File: src/rtl/dadda_pkg.sv
// Shared constants and elaboration-time column bookkeeping for the 16x16 Dadda tree.
package dadda_pkg;

    localparam int unsigned W        = 16;
    localparam int unsigned PW       = 32;
    localparam int unsigned NSTEP    = 6;
    // Number of reduction steps done before the s1 register.
    localparam int unsigned PIPE_CUT = 3;
    // Upper bound on counters placed in one column during one step.
    localparam int unsigned MAXC     = 8;

    localparam int unsigned DADDA_D [NSTEP] = '{13, 9, 6, 4, 3, 2};

    typedef enum logic [1:0] {
        InfoHeight,
        InfoCarryIn,
        InfoFull,
        InfoHalf
    } info_e;

    // Height of column k in the raw AND array.
    function automatic int unsigned pp_height(int unsigned k);
        if (k < W) return k + 1;
        if (k < 2 * W - 1) return 2 * W - 1 - k;
        return 0;
    endfunction

    // Replays the Dadda schedule and reports, for step s and column k, the
    // incoming height, carries arriving from column k-1, and the number of
    // full/half adders placed there. Carries leaving column PW-1 are dropped.
    function automatic int unsigned col_info(int unsigned s, int unsigned k, info_e sel);
        int unsigned h [PW];
        int unsigned cin;
        int unsigned tot;
        int unsigned ex;
        int unsigned nf;
        int unsigned nh;
        int unsigned res;
        res = 0;
        for (int unsigned c = 0; c < PW; c++) h[c] = pp_height(c);
        for (int unsigned st = 0; st <= s && st < NSTEP; st++) begin
            cin = 0;
            for (int unsigned c = 0; c < PW; c++) begin
                tot = h[c] + cin;
                ex  = (tot > DADDA_D[st]) ? tot - DADDA_D[st] : 0;
                nf  = ex / 2;
                nh  = ex % 2;
                if (st == s && c == k) begin
                    unique case (sel)
                        InfoHeight:  res = h[c];
                        InfoCarryIn: res = cin;
                        InfoFull:    res = nf;
                        InfoHalf:    res = nh;
                        default:     res = 0;
                    endcase
                end
                h[c] = tot - 2 * nf - nh;
                cin  = nf + nh;
            end
        end
        return res;
    endfunction

endpackage

File: src/rtl/dadda_csa_cell.sv
// Single reduction counter: 3:2 full adder, or 2:2 half adder when HALF is set.
module dadda_csa_cell #(
    parameter bit HALF = 1'b0
) (
    input  logic i_x,
    input  logic i_y,
    input  logic i_z,
    output logic o_sum,
    output logic o_carry
);

    if (HALF) begin : g_half
        logic w_unused_z;
        assign w_unused_z = i_z;
        assign o_sum      = i_x ^ i_y;
        assign o_carry    = i_x & i_y;
    end else begin : g_full
        assign o_sum   = i_x ^ i_y ^ i_z;
        assign o_carry = (i_x & i_y) | (i_z & (i_x ^ i_y));
    end

endmodule

File: src/rtl/dadda_reduce_pipe.sv
// Two-stage 16x16 partial-product generator and Dadda reduction to two 32-bit rows.
// Stage 1: AND array + steps 16->13->9->6; stage 2: steps 6->4->3->2.
module dadda_reduce_pipe
    import dadda_pkg::*;
#(
    parameter int unsigned W  = 16,  // only 16 is supported by the fixed schedule
    parameter int unsigned PW = 32
) (
    input  logic          clk,
    input  logic          rst,
    input  logic          in_valid,
    output logic          in_ready,
    input  logic [W-1:0]  a,
    input  logic [W-1:0]  b,
    output logic          out_valid,
    input  logic          out_ready,
    output logic [PW-1:0] row0,
    output logic [PW-1:0] row1
);

    // Column-major bit pools: [column][slot], slots above the live height are 0.
    logic [PW-1:0][W-1:0] w_pp;
    logic [PW-1:0][W-1:0] r_s1;
    logic [PW-1:0][W-1:0] w_fin;
    logic [PW-1:0]        w_row0;
    logic [PW-1:0]        w_row1;
    logic [PW-1:0]        r_row0;
    logic [PW-1:0]        r_row1;
    logic                 r_s1_valid;
    logic                 r_s2_valid;
    logic                 w_s1_load;
    logic                 w_s2_load;
    logic                 w_unused_fin;

    for (genvar k = 0; k < PW; k++) begin : g_pp
        localparam int unsigned LO = (k >= W) ? k - W + 1 : 0;
        for (genvar r = 0; r < W; r++) begin : g_bit
            if (r < pp_height(k)) begin : g_and
                assign w_pp[k][r] = a[k-LO-r] & b[LO+r];
            end else begin : g_zero
                assign w_pp[k][r] = 1'b0;
            end
        end
    end

    for (genvar s = 0; s < NSTEP; s++) begin : g_step
        logic [PW-1:0][W-1:0]    w_in;
        logic [PW-1:0][W-1:0]    w_nxt;
        logic [PW-1:0][MAXC-1:0] w_sum;
        logic [PW-1:0][MAXC-1:0] w_carry;
        logic                    w_unused_bits;

        if (s == 0) begin : g_src_pp
            assign w_in = w_pp;
        end else if (s == PIPE_CUT) begin : g_src_reg
            assign w_in = r_s1;
        end else begin : g_src_prev
            assign w_in = g_step[s-1].w_nxt;
        end

        for (genvar k = 0; k < PW; k++) begin : g_col
            localparam int unsigned HIN   = col_info(s, k, InfoHeight);
            localparam int unsigned CIN   = col_info(s, k, InfoCarryIn);
            localparam int unsigned NF    = col_info(s, k, InfoFull);
            localparam int unsigned NH    = col_info(s, k, InfoHalf);
            localparam int unsigned NCELL = NF + NH;
            localparam int unsigned USED  = 3 * NF + 2 * NH;
            localparam int unsigned REM   = HIN - USED;

            // Counters only consume this column's incoming bits, so one FA level per step.
            for (genvar j = 0; j < MAXC; j++) begin : g_cell
                if (j < NF) begin : g_fa
                    dadda_csa_cell #(.HALF(1'b0)) u_cell (
                        .i_x    (w_in[k][3*j]),
                        .i_y    (w_in[k][3*j+1]),
                        .i_z    (w_in[k][3*j+2]),
                        .o_sum  (w_sum[k][j]),
                        .o_carry(w_carry[k][j])
                    );
                end else if (j < NCELL) begin : g_ha
                    dadda_csa_cell #(.HALF(1'b1)) u_cell (
                        .i_x    (w_in[k][3*NF+2*(j-NF)]),
                        .i_y    (w_in[k][3*NF+2*(j-NF)+1]),
                        .i_z    (1'b0),
                        .o_sum  (w_sum[k][j]),
                        .o_carry(w_carry[k][j])
                    );
                end else begin : g_none
                    assign w_sum[k][j]   = 1'b0;
                    assign w_carry[k][j] = 1'b0;
                end
            end

            // Next pool: untouched bits, then carries from column k-1, then sums.
            for (genvar r = 0; r < W; r++) begin : g_slot
                if (r < REM) begin : g_pass
                    assign w_nxt[k][r] = w_in[k][USED+r];
                end else if (r < REM + CIN) begin : g_cin
                    assign w_nxt[k][r] = w_carry[k-1][r-REM];
                end else if (r < REM + CIN + NCELL) begin : g_sum
                    assign w_nxt[k][r] = w_sum[k][r-REM-CIN];
                end else begin : g_zero
                    assign w_nxt[k][r] = 1'b0;
                end
            end
        end

        // Empty slots and carries out of the top column are intentionally dropped.
        assign w_unused_bits = ^{w_in, w_sum, w_carry};
    end

    assign w_fin        = g_step[NSTEP-1].w_nxt;
    assign w_unused_fin = ^w_fin;

    // Final height is 2: slot 0 feeds row0, slot 1 feeds row1.
    always_comb begin
        w_row0 = '0;
        w_row1 = '0;
        for (int k = 0; k < PW; k++) begin
            w_row0[k] = w_fin[k][0];
            w_row1[k] = w_fin[k][1];
        end
    end

    assign w_s2_load = !r_s2_valid || out_ready;
    assign w_s1_load = !r_s1_valid || w_s2_load;
    assign in_ready  = w_s1_load;

    // Stage 1: capture height-6 columns; bubbles only clear the valid bit.
    always_ff @(posedge clk or posedge rst) begin
        if (rst) begin
            r_s1_valid <= 1'b0;
            r_s1       <= '0;
        end else if (w_s1_load) begin
            r_s1_valid <= in_valid;
            if (in_valid) r_s1 <= g_step[PIPE_CUT-1].w_nxt;
        end
    end

    // Stage 2: capture the two final rows; held while downstream stalls.
    always_ff @(posedge clk or posedge rst) begin
        if (rst) begin
            r_s2_valid <= 1'b0;
            r_row0     <= '0;
            r_row1     <= '0;
        end else if (w_s2_load) begin
            r_s2_valid <= r_s1_valid;
            if (r_s1_valid) begin
                r_row0 <= w_row0;
                r_row1 <= w_row1;
            end
        end
    end

    assign out_valid = r_s2_valid;
    assign row0      = r_row0;
    assign row1      = r_row1;

endmodule

File: config.mk
export PLATFORM = sky130hd
export DESIGN_NAME = dadda_reduce_pipe
export DESIGN_NICKNAME = d
export VERILOG_FILES = /design/src/rtl/dadda_pkg.sv /design/src/rtl/dadda_csa_cell.sv /design/src/rtl/dadda_reduce_pipe.sv
export SDC_FILE = /design/constraint.sdc
export NUM_CORES = 1
export LEC_CHECK = 0
export ABC_AREA = 1
export CORE_MARGIN = 1.5
export CORE_UTILIZATION = 60
export CTS_CLUSTER_SIZE = 14
export DETAILED_ROUTE_END_ITERATION = 10
export HOLD_SLACK_MARGIN = 0.15
export PLACE_DENSITY_LB_ADDON = 0.12
export SLEW_MARGIN = 40
export SYNTH_ARGS = -nofsm -noshare
export SYNTH_HDL_FRONTEND = slang
export SYNTH_HIERARCHICAL = 1
export SYNTH_SLANG_ARGS = --single-unit
File: constraint.sdc
create_clock -name clk -period 10.95 [get_ports clk]
set_clock_uncertainty 0.1 [all_clocks]
set_input_delay 1.6425 -clock clk [delete_from_list [all_inputs] [get_ports clk]]
set_output_delay 1.6425 -clock clk [all_outputs]
set_load 0.02 [all_outputs]
==> summary.md <==
| Metric | Value |
|---|---|
| Top cells by area, synth | `dfrtp_1 (37%), fa_1 (26%), nand2_1 (18%)` |
| Post-synth top flop | `dfrtp_1` |
| Worst Path Max Fanout | `72` |
| Cell taking the most area after synthesis | `dfrtp_1` |
| Largest net degree at the start of global routing | `a little over 100` |
| Synth Warn # | `6` |
| Seq/Total Area, Yosys | `a little under two fifths` |
| I/O pin total | `roughly 100` |
| Clk buf depth | `3` |
| Max stage delay cell, worst path | `clkdlybuf4s50_1` |
| FP Rows | `57` |
| Top-area cell type share of the netlist area | `a little under two fifths` |
| Core ar. | `between 20000 and 25000 um2` |
| Req. time, crit path | `9210 ps` |
| Kind of critical path | `input pin to output pin` |
| # clock sinks | `220` |
| Area delta synth->final | `11.89%` |
| HPWL Detailed | `approximately 24 mm` |
| Crit share post-route | `about half` |
| Final setup violation count | `0` |
| EDFF count, synth | `0` |
| Critical-path cell list | `clkdlybuf4s50_1 -> inv_1 -> nand3_4 -> buf_4 -> clkdlybuf4s50_1` |
| Drt wl/cell | `17.31 um` |
| Flop pwr share | `approximately 34%` |
| Slew @ Worst Pin | `between 900 and 1000 ps` |
| Sw Pwr | `between 1000 and 1500 uW` |
| Critical path's most frequent cell | `clkdlybuf4s50_1` |
| Hold Vio Cnt, Final | `0` |
| Mean post-synth cell area | `8.556 um2` |
| Multi-input gate area | `between 7000 and 8000 um2` |
| Cell area after synthesis | `~15000 um2` |
| Global-route met1 utilization | `42.40%` |
| Die X | `160.7 um` |
| Relative slew slack | `37.56%` |
| Filler Cells Inserted | `between 1500 and 2000` |
| Yosys cell types | `13` |
| Achievable frequency | `approximately 0.19 GHz` |
| LEAKAGE | `0.01008 uW` |
| Chip height | `about 160 um` |
| Layout cell share with drive strength beyond 1 | `between 4 and 5%` |
| Port bufs | `98` |
| Drt via density | `between 5 and 6` |
| Met3 usage | `approximately 4.3%` |
| Syn Inst Count | `between 1500 and 2000` |
| Hold-fix buffers, CTS | `0` |
| Combinational power share | `between 40% and 50%` |
| Die area | `between 20000 and 30000 um2` |
| Antenna Nets Post-Route | `0` |
| Nature of the critical path startpoint | `input pin` |
| Post-cts resize count | `0` |
| DR vias | `between 10000 and 15000` |
| DRC viols | `0` |
| CP max stage delay | `between 700 and 800 ps` |
| Most frequent cell after synthesis | `nand2_1` |
| Final #Nets | `about 2000` |
| Clk slew on worst S/H paths | `around 60 ps` |
| Total CTS buffers | `25` |
| Clk_lat worst skew | `about 530 ps` |
| Crit path DAT | `around 3600 ps` |
| Overall routing resource usage | `a little under a third` |
| Initial antenna violation count | `1` |
| Clock Power Share | `~26%` |
| Starting Density | `61.32%` |
| #FFs+latches synth | `220` |
| Worst reg-to-reg path cell count | `6` |
| Most Crowded Layer GR | `met2` |
| Outcome | `finished, final reports clean` |
| GRT overflow | `0` |
| Setup TNS | `0 ps` |
| Vias in the first global route | `approximately 12000` |
| Pins Over Slew Limit | `0` |
| Peak VDD IR | `around 0.13 mV` |
| Gpl congestion | `0.8206` |
| Register area | `5507 um2` |
| GRT met2 Usage | `around half` |
| Iter 0 DRT Violations | `923` |
| Switching share of total power | `36.58%` |
| Max-cap violations | `0` |
| TritonCTS clock tree | `built` |
| Hold path cells | `2` |
| RSZ-0062 raised after global routing | `false` |
| Crit. End Element | `output pin` |
| Drt total wl | `around 36 mm` |
| Hold Crit Class | `flop to flop` |
| Total setup buffers inserted after CTS | `0` |
| Core Util, Final | `68.61%` |
| Initial DRT Pass Iterations | `7` |
| P_int | `2119 uW` |
| H-tree Lvls | `1` |
| First-pass GRT wire length | `a little over 60 mm` |
| Synth top cells by count | `nand2_1 (696), inv_1 (258), dfrtp_1 (220), nand3_1 (218), fa_1 (195)` |
| Fin crit period | `5337 ps` |
| Cell Pwr Density | `~200 nW/um2` |
| Async S/R FF share, synth | `100.0%` |
| Root Buffer | `clkbuf_16` |
==> cell usage in the layout (no fill, tap or decap) <==
| master | Yosys | layout |
|---|---|---|
| nand2_1 | 696 | 694 |
| inv_1 | 258 | 257 |
| dfrtp_1 | 220 | 219 |
| nand3_1 | 218 | 218 |
| fa_1 | 195 | 195 |
| clkdlybuf4s50_1 | 0 | 88 |
| clkbuf_16 | 0 | 25 |
| buf_4 | 17 | 17 |
| ha_1 | 15 | 15 |
| buf_2 | 28 | 9 |
| clkbuf_1 | 87 | 6 |
| clkinv_2 | 0 | 5 |
| bufinv_16 | 0 | 4 |
| buf_6 | 0 | 4 |
| conb_1 | 1 | 3 |
| nand2_2 | 1 | 2 |
| clkbuf_8 | 0 | 2 |
| diode_2 | 0 | 1 |
| nand3_4 | 1 | 1 |
| nand2_4 | 0 | 1 |
| inv_8 | 0 | 1 |
| inv_6 | 0 | 1 |
| clkinvlp_4 | 0 | 1 |
| buf_12 | 0 | 1 |
| dfrtp_2 | 0 | 1 |
==> critical path, delay by kind of cell <==
kind          cells  cell delay, ps
buf+inv           4            1880
simple gates      1              70
==> metrics by stage <==
stage | setup WS (ps) | hold slack, ps | cell area (um2) | instances | total power, uW
after floorplan | 3186 | 342.5 | 14920 | 1745 | 1978
after global placement | 5639 | 354.1 | 15860 | 2049 | 2465
after detailed placement | 5620 | 357.6 | 15880 | 2050 | 2500
after CTS | 5607 | 371.7 | 16710 | 2094 | 3380
after global routing | 5511 | 383.1 | 16690 | 2095 | 3583
final | 5613 | 369.3 | 16690 | 2095 | 3342
==> path summary, 6_finish.rpt <==
check / from / end / slack [ps]
min: row0[30]$_DFFE_PP0P_ / row0[30]$_DFFE_PP0P_ / 370
min reg2reg: row0[30]$_DFFE_PP0P_ / row0[30]$_DFFE_PP0P_ / 370
max: out_ready / in_ready / 5610
min in group asynchronous: rst / row0[28]$_DFFE_PP0P_ / 1480
max reg2reg: out_valid$_DFFE_PP0P_ / g_step[3].w_in[259]$_DFFE_PP0P_ / 8200
max in group asynchronous: rst / g_step[3].w_in[242]$_DFFE_PP0P_ / 8160
==> cells by family (layout without fill, tap and decap cells) <==
family,count (synthesis),after routing,synth area share (%)
fa+ha+maj,210,210,27.44
buf+inv,396,421,10.63
flops,220,220,36.92
other cells,1,4,0.02515
simple gates,916,916,24.99
==> flip-flops by register name, summed over array words and instances (netlist names) <==
signal,flops
g_step.w_in,157
out_valid,1
r_s1_valid,1
row0,31
row1,30
==> power groups by stage <==
stage	clock (uW)	sequential [uW]	combinational, uW
3_5_place_dp	0	1160	1340
6_report	863	1140	1340
2_1_floorplan	0	1250	728
5_1_grt	911	1170	1500
3_3_place_gp	0	1150	1310
4_1_cts	882	1140	1350
==> metal layers <==
metal  wire (um)  part of all wire, %
met1       15170                   42
met2       17510                   48
met3        2672                  7.4
met4         903                  2.5
met5           0                    0
==> area by class of cell <==
cell class	instances	area share, %
Antenna cell	1	0.01500
Clock buffer	33	4.049
Clock inverter	11	0.9673
Inverter	258	5.849
Multi-Input combinational cell	1129	46.99
Sequential cell	220	33.00
Tap cell	324	2.430
Timing Repair Buffer	119	6.704
Note: power is estimated with default switching activity, not from simulation.
==> variant (same settings) <==
Make the reset (`rst`) synchronous in 2 clocked blocks.
--- a/src/rtl/dadda_reduce_pipe.sv
+++ b/src/rtl/dadda_reduce_pipe.sv
@@ -128,5 +128,5 @@
 
     // Stage 1: capture height-6 columns; bubbles only clear the valid bit.
-    always_ff @(posedge clk or posedge rst) begin
+    always_ff @(posedge clk) begin
         if (rst) begin
             r_s1_valid <= 1'b0;
@@ -139,5 +139,5 @@
 
     // Stage 2: capture the two final rows; held while downstream stalls.
-    always_ff @(posedge clk or posedge rst) begin
+    always_ff @(posedge clk) begin
         if (rst) begin
             r_s2_valid <= 1'b0;
Check against the original RTL: not settled (the Yosys comparison gave no result); the edit may change what the design does.
==> variant against the original RTL <==
Setup slack better by 0.35 ns; utilization down 1.3 points; final area down 1.7%; final cell count up 5.3%; sequential share of layout area down 6.2 points; critical path depth down 1; hold slack better by 0.0050 ns; count of clock-buffer cells in the layout up 2; global-route usage down 1.5 points; area after synthesis up 0.22%; sequential cell count unchanged; non-clock buffer count down 6; wire length down 1.3%; largest cell class unchanged; highest routed layer unchanged.
Power is not compared: it rests on default switching activity, and its combinational part moved more than twofold at a synthesized area within 25%.
==> variant: results (changes against the original RTL) <==
- Fin cells: 2,206 (was 2,095)
- Setup crit end: in_ready (unchanged)
- Synth warn: 6 (unchanged)
- Ys async rst share: 0% (was 100%)
- Max reg flops: 157 (unchanged)
- Post_cts resized: 0 (unchanged)
- Initial detailed-routing violation count: 981 (was 923)
- CP startpoint: out_ready (unchanged)
- Largest net degree at the start of global routing: 114 (was 102)
- RR Endpoint: row1[20] (was g_step[3].w_in[259])
- Slowest CP cell: clkdlybuf4s50_1 (unchanged)
- WL final: 35,800 microns (was 36,300 microns)
- DRT Pass-1 Iters: 5 (was 7)
- CP top delay family: buffers and inverters (unchanged)
- Yosys cell types: 18 (was 13)
- Mapped Cells: 1,896 (was 1,743)
- Post-synthesis adder-cell area fraction: 27.4% (about the same)
- Final #Nets: 2,113 (was 1,999)
- Worst-path clk slew: 0.06 ns (about the same)
- Max_slew headroom: 41.5% (was 37.6%)
- RR Startpoint: g_step[3].w_in[320] (was out_valid)
- # H-tree levels: 1 (unchanged)
- Leak pwr: 8.63 nW
- R2R cell count: 5 (was 6)
- Synth cell count leaders: nand2_1, nor2_1, dfxtp_1 (was nand2_1, inv_1, dfrtp_1)
- Via count: 11,700 (was 11,100)
- Routability cong.: 0.836 (was 0.821)
- Post-DP Area: 15,600 sq um (was 15,900 sq um)
- Gr usage total: 28.8% (was 30.2%)
- DP HPWL: 23,100 microns (was 24,100 microns)
- First-pass GRT wire length: 59,200 microns (was 61,700 microns)
- Arr. time, crit path: 3.24 ns (was 3.59 ns)
- Worst reg2reg setup slack: 8.57 ns (was 8.20 ns)
- Vias in the first global route: 11,500 (was 11,900)
- Worst min-delay path class: reg -> reg (unchanged)
- Placed Cells: 2,163 (was 2,050)
- Complex-gate fraction of the synthesized area: 7.20% (was 0%)
- Setup Buffers After CTS: 0 (unchanged)
- Fmax: 0.201 GHz (was 0.187 GHz)
- Num CTS Buffers: 26 (was 25)
- Register area share after synthesis: 29.5% (was 36.9%)
- Share of layout cells above drive strength 1: 3.46% (was 4.24%)
- Crit-path max cell delay: 0.69 ns (was 0.74 ns)
- Setup WS pre-CTS: 5.98 ns (was 5.62 ns)
- Outcome: finished clean (unchanged)
- Area contributors post-synth: dfxtp_1, fa_1, nand2_1 (was dfrtp_1, fa_1, nand2_1)
- CTS root buf: clkbuf_16 (unchanged)
- Crit Path Max Fanout: 38 (was 72)
- Multi-input logic area: 8880 sq um (was 7840 sq um)
- Fill cells: 2,106 (was 1,946)
[variant: layer usage]
metal  wire length [microns]  vias to the layer above  share of wire, %  global-route usage, %
li1                        -                     5670                 -                      -
met3                    2190                       78               6.1                   3.46
met1                   15000                     5570                42                   39.5
met5                       0                        -                 0                      0
met4                    1150                        0               3.2                   9.26
met2                   17400                      381                49                   47.8
[variant: worst min-delay path by stage]
| stage | from | slack (ns) | to |
|---|---|---|---|
| 6_report | g_step[3].w_in[480] | 0.37 | g_step[3].w_in[480] |
| 5_1_grt | row1[21] | 0.40 | row1[21] |
| 4_1_cts | g_step[3].w_in[480] | 0.38 | g_step[3].w_in[480] |
| 3_5_place_dp | g_step[3].w_in[480] | 0.36 | g_step[3].w_in[480] |
| 3_3_place_gp | g_step[3].w_in[480] | 0.36 | g_step[3].w_in[480] |
| 2_1_floorplan | g_step[3].w_in[0] | 0.35 | g_step[3].w_in[0] |
[variant: cells by family (layout without fill, tap and decap cells)]
logic type / Yosys count / in the layout
AO/OA/AOI/OAI: 215 / 215
adder cells (fa/ha/maj): 210 / 210
buffers and inverters: 392 / 375
flip-flops: 220 / 220
other: 1 / 4
AND/OR/NAND/NOR: 858 / 858
[variant: layout make-up]
cell class	instances	share of cell area, %
antenna	1	0.0153
clock buffer	35	4.61
clock inverter	7	0.214
inverter	220	5.08
multi-input combinational	1286	54.1
sequential	220	26.8
tap	324	2.47
timing repair buffer	113	6.67
[variant: where the power goes]
| group | leakage [nW] | internal [mW] | switching [mW] |
|---|---|---|---|
| clock | 0.400 | 0.476 | 0.340 |
| sequential | 1.82 | 0.872 | 0.0484 |
| combinational | 6.41 | 0.272 | 0.346 |
